$ cat src/rtl/fib_index_finder.sv
// fib_index_finder: locates the smallest index n with F(n) == target for the
// extended Fibonacci sequence F(0)=F(1)=1, F(k)=(k-2)*F(k-1)+F(k-2).
// One index is examined per clock. The search stops early once the sequence
// passes the target, because the sequence never decreases.
//
// Handshake: start is a single-cycle request. It is accepted only when busy=0
// (IDLE or DONE), and target is captured on that same edge. busy stays high
// for the whole search. done rises together with valid found/n_out and holds
// them until the next accepted start; done drops on that start edge.
module fib_index_finder #(
  parameter int W  = 121,
  parameter int NW = 5
) (
  input  logic          clk,
  input  logic          reset,      // asynchronous, active-low
  input  logic          start,
  input  logic [W-1:0]  target,
  output logic          busy,
  output logic          done,
  output logic          found,
  output logic [NW-1:0] n_out,
  output logic [1:0]    dbg_state   // controller state, for observation only
);

  typedef enum logic [1:0] {
    S_IDLE   = 2'd0,
    S_SEARCH = 2'd1,
    S_DONE   = 2'd2
  } state_t;

  localparam logic [NW-1:0] K_LAST = '1;

  state_t        state_q, state_d;
  logic [W-1:0]  t_q, t_d;
  logic [W-1:0]  prev_q, prev_d;
  logic [W-1:0]  cur_q, cur_d;
  logic [NW-1:0] k_q, k_d;
  logic          ovf_q, ovf_d;
  logic          found_q, found_d;
  logic [NW-1:0] n_q, n_d;

  logic [NW-1:0]   km1;
  logic [W+NW-1:0] next_w;

  // Next sequence term (k-1)*F(k) + F(k-1), kept wide so overflow is visible.
  always_comb begin
    km1    = k_q - NW'(1);
    next_w = ({{NW{1'b0}}, cur_q} * {{W{1'b0}}, km1}) + {{NW{1'b0}}, prev_q};
  end

  // Controller next state and datapath updates.
  always_comb begin
    state_d = state_q;
    t_d     = t_q;
    prev_d  = prev_q;
    cur_d   = cur_q;
    k_d     = k_q;
    ovf_d   = ovf_q;
    found_d = found_q;
    n_d     = n_q;
    case (state_q)
      S_IDLE, S_DONE: begin
        if (start) begin
          state_d = S_SEARCH;
          t_d     = target;
          k_d     = NW'(1);
          prev_d  = W'(1);
          cur_d   = W'(1);
          ovf_d   = 1'b0;
          found_d = 1'b0;
          n_d     = '0;
        end
      end
      S_SEARCH: begin
        // A truncated value after overflow is meaningless, so overflow is
        // checked before any comparison against the target.
        if (ovf_q || (cur_q > t_q)) begin
          state_d = S_DONE;
          found_d = 1'b0;
          n_d     = '0;
        end else if (cur_q == t_q) begin
          state_d = S_DONE;
          found_d = 1'b1;
          // F(0)=F(1)=F(2)=1: the smallest matching index for 1 is 0.
          n_d     = (k_q == NW'(1)) ? '0 : k_q;
        end else if (k_q == K_LAST) begin
          state_d = S_DONE;
          found_d = 1'b0;
          n_d     = '0;
        end else begin
          prev_d = cur_q;
          cur_d  = next_w[W-1:0];
          k_d    = k_q + NW'(1);
          if (next_w[W+NW-1:W] != '0) ovf_d = 1'b1;
        end
      end
      default: state_d = S_IDLE;
    endcase
  end

  // State and datapath registers; reset aborts any search in progress.
  always_ff @(posedge clk or negedge reset) begin
    if (!reset) begin
      state_q <= S_IDLE;
      t_q     <= '0;
      prev_q  <= '0;
      cur_q   <= '0;
      k_q     <= '0;
      ovf_q   <= 1'b0;
      found_q <= 1'b0;
      n_q     <= '0;
    end else begin
      state_q <= state_d;
      t_q     <= t_d;
      prev_q  <= prev_d;
      cur_q   <= cur_d;
      k_q     <= k_d;
      ovf_q   <= ovf_d;
      found_q <= found_d;
      n_q     <= n_d;
    end
  end

  // Outputs are decoded straight from registers.
  always_comb begin
    busy      = (state_q == S_SEARCH);
    done      = (state_q == S_DONE);
    found     = found_q;
    n_out     = n_q;
    dbg_state = state_q;
  end

endmodule

$ cat config.mk
export PLATFORM = sky130hd
export DESIGN_NAME = fib_index_finder
export DESIGN_NICKNAME = d
export VERILOG_FILES = /design/src/rtl/fib_index_finder.sv
export SDC_FILE = /design/constraint.sdc
export NUM_CORES = 2
export LEC_CHECK = 0
export CORE_MARGIN = 5
export CORE_UTILIZATION = 59
export CTS_BUF_LIST = sky130_fd_sc_hd__clkbuf_8
export DETAILED_ROUTE_END_ITERATION = 8
export GPL_TIMING_DRIVEN = 0
export PLACE_DENSITY = 0.77
export SYNTH_ARGS = -nofsm -noshare
export SYNTH_HDL_FRONTEND = slang
export SYNTH_SLANG_ARGS = --single-unit
$ cat constraint.sdc
create_clock -name clk -period 8.3 [get_ports clk]
set_input_delay 0.83 -clock clk [delete_from_list [all_inputs] [get_ports clk]]
set_output_delay 0.83 -clock clk [all_outputs]
set_load 0.02 [all_outputs]
==> results.toml <==
[run_status]
outcome = "finished with violations"
violations = "capacitance limit"

[yosys]
syn_area_um2 = 41700
yosysMostFrequentCell = "inv_1"
synth_largest_area_cell = "fa_1"
ys_seq_area_frac = 0.226
async_flop_share = 1.00
ys_seq_elements = 377
netlist_top_cells_count = "inv_1 (855), nand2_1 (685), fa_1 (478), dfrtp_1 (377), o21ai_0 (377)"
synth_top_cell_area_share = 0.229
netlist_top_cells_area = "fa_1 (23%), dfrtp_1 (23%), ha_1 (7.8%), inv_1 (7.7%), nand2_1 (6.2%)"
synth_ff_type = "dfrtp_1"
synthCells = 4920
synth_edf_count = 0
yosysUniqueCellTypes = 84
synth_fp_nets = 5781
yosys_warnings = 0
syn_area_per_cell_um2 = 8.48

[finish]
nNetsFinal = 5998
multiInputGateArea_um2 = 28100
drive_above_1_share = 0.0512
final-seq-area_um2 = 9430
area_delta_synth_final_pct = 10.6
fillers = 5949

[pwr]
p_sw_mw = 4.49
p_clk_frac = 0.236
ir_drop_mv = 0.210
power_density_nw_per_um2 = 194
seqPwrFrac = 0.273
finalPower_mw = 8.98
swShare = 0.500
p_leak_nw = 21.4
p_comb_frac = 0.492
p_int_mw = 4.49

[drt]
drt-initial-drc-count = 2845
route.top_layer_used = "met4"
finalWirelength_um = 134000
post_drt_wl_per_cell_um = 21.8
via_count = 35688
viasPerCell = 5.81
wl_met3_um = 11000
met1_length_um = 51600
first_pass_iters = 6
drcViolationCount = 0
wl_met2_um = 61800
postRouteAntennaNets = 0

[floorplan]
die_x_um = 276
die_area_um2 = 76100
start_util = 0.596
io_pins = 134
coreArea_um2 = 70000
die_h_um = 276
row_count = 97

[critical_path]
critPathLaunchType = "flop"
critPathMaxFanout = 12
critPathKind = "flop to flop"
end_kind = "flop"
arrival_ns = 8.69
cp_data_required_time_ns = 8.84

[placed_design]
place_congestion = 1.01
dp.final_hpwl_um = 104000
io_buffers = 133

[timing]
worstMarginPinSlew_ns = 1.50
whs_ns = 0.0528
rsz0062_at_grt = "no"
clock_skew_ns = 0.0319
period_needed_ns = 8.15
drv_slew = 0
setup_viol = 0
finalHoldViolCount = 0
slew_headroom = 0.00311
fmax_ghz = 0.123
finalSetupTns_ns = 0
fin_crit_sh = 0.982

[cts]
ctsHtreeMaxLevel = 3
cts_root_buffer = "clkbuf_8"
clkLatencyLatePin_ns = 0.71
cts_tree = "built"
clk_pin_slew_ns = 0.06
cts-buffers-inserted = 76
cts.sink_count = 377
clock_path_buffers = 3

[global_route]
grt_pass1_wl_um = 208000
grt_antenna_before_repair = 13
grt_max_degree = 116
grt_overflow = 0
grt_pass1_vias = 36343
groute.usage.overall = 0.356

[hold_path]
min_path_type = "primary input to async pin"

[run]
cap_violations = 1
kinds of logic after synthesis:
| logic type | synth area share |
|---|---|
| flip-flops | 0.226 |
| adder cells (fa/ha/maj) | 0.307 |
| XOR/XNOR | 0.0256 |
| multiplexers | 0.00360 |
| AND/OR/NAND/NOR | 0.196 |
| buffers and inverters | 0.102 |
| AO/OA/AOI/OAI | 0.140 |
what timing repair did:
| action | in CTS | in global routing |
|---|---|---|
| hold buffers | 0 | 0 |
| resized for setup | 35 | 33 |
| pin swaps | 2 | 1 |
| buffers inserted | 1 | 1 |
| endpoints found under the setup margin | 89 | 37 |
registers in the layout (all words and copies together) (netlist names):
| signal | count |
|---|---|
| found | 1 |
| n_out | 5 |
| cur_q | 121 |
| ovf_q | 1 |
| t_q | 121 |
| k_q | 5 |
| dbg_state | 2 |
| prev_q | 121 |
critical path, stage by stage, from the launching register on:
cell and delay [ns]:
dfrtp_1 0.48, buf_2 0.31, clkbuf_4 0.35, inv_1 0.21, ha_1 0.28, nand2_1 0.09, xnor2_1 0.11, clkbuf_2 0.27
clkbuf_2 0.45, and2_1 0.33, fa_1 0.53, inv_1 0.05, fa_1 0.44, fa_1 0.52, inv_1 0.05, ha_1 0.38
a21oi_1 0.30, o21ai_0 0.21, and4_1 0.25, a311oi_1 0.28, o21a_2 0.38, o21ai_1 0.24, a21oi_2 0.34, o211ai_1 0.26
nor4b_2 0.25, a21oi_1 0.24, xor2_1 0.26, mux2i_1 0.11
worst paths after layout:
check	from	to	slack (ns)	depth (start not counted)
min	reset	t_q[7]	0.05	1
max in group asynchronous	reset	prev_q[62]	7.24	2
min in group clk	found	found	0.49	1
min reg2reg	found	found	0.49	1
max	k_q[0]	cur_q[96]	0.15	27
max reg2reg	k_q[0]	cur_q[96]	0.15	27
cells in the final DEF, fill, tap and decap left out, drive strengths merged, types with 19 or more instances in the layout:
master         instances
a21oi                211
inv                  875
and2                 352
nor2b                245
o31ai                 93
nand2                685
clkbuf               258
nand4                 88
nor2                 134
o21bai                37
ha                   259
xnor2                 63
buf                   81
o21ai                389
a21o                  98
o21a                  19
nor3                  24
xor2                  59
dfrtp                377
nand3                 29
clkdlybuf4s50        132
fa                   478
power by group through the flow:
| stage | combinational, mW | clock [mW] | sequential [mW] |
|---|---|---|---|
| finish | 4.41 | 2.11 | 2.45 |
| global route | 4.72 | 2.21 | 2.49 |
| CTS | 4.31 | 2.13 | 2.44 |
| detailed placement | 4.25 | 0 | 2.47 |
| global placement | 4.14 | 0 | 2.48 |
| floorplan | 2.39 | 0 | 2.38 |
per-stage QoR:
step,instance area [um2],instances,util,worst slack (ns)
after floorplan,41700,4920,-,1.96
after global placement,44200,5993,0.632,-11.21
after detailed placement,44300,5997,0.633,-1.49
after CTS,46100,6133,0.658,0.0128
after global routing,46200,6138,0.659,0.0112
final,46200,6142,0.659,0.147
final cells by class:
type / instances / area share
Tap cell: 940 / 0.0255
Multi-Input combinational cell: 3456 / 0.610
Antenna cell: 8 / 0.000434
Clock buffer: 100 / 0.0298
Buffer: 232 / 0.0238
Clock inverter: 35 / 0.00526
Inverter: 855 / 0.0695
Sequential cell: 377 / 0.204
Timing Repair Buffer: 139 / 0.0317
metal layers:
metal | vias up | track usage
met3 | 421 | 0.0787
li1 | 16061 | -
met4 | 0 | 0.205
met5 | - | 0
met1 | 17719 | 0.451
met2 | 1487 | 0.566
(Power assumes the default switching activity.)
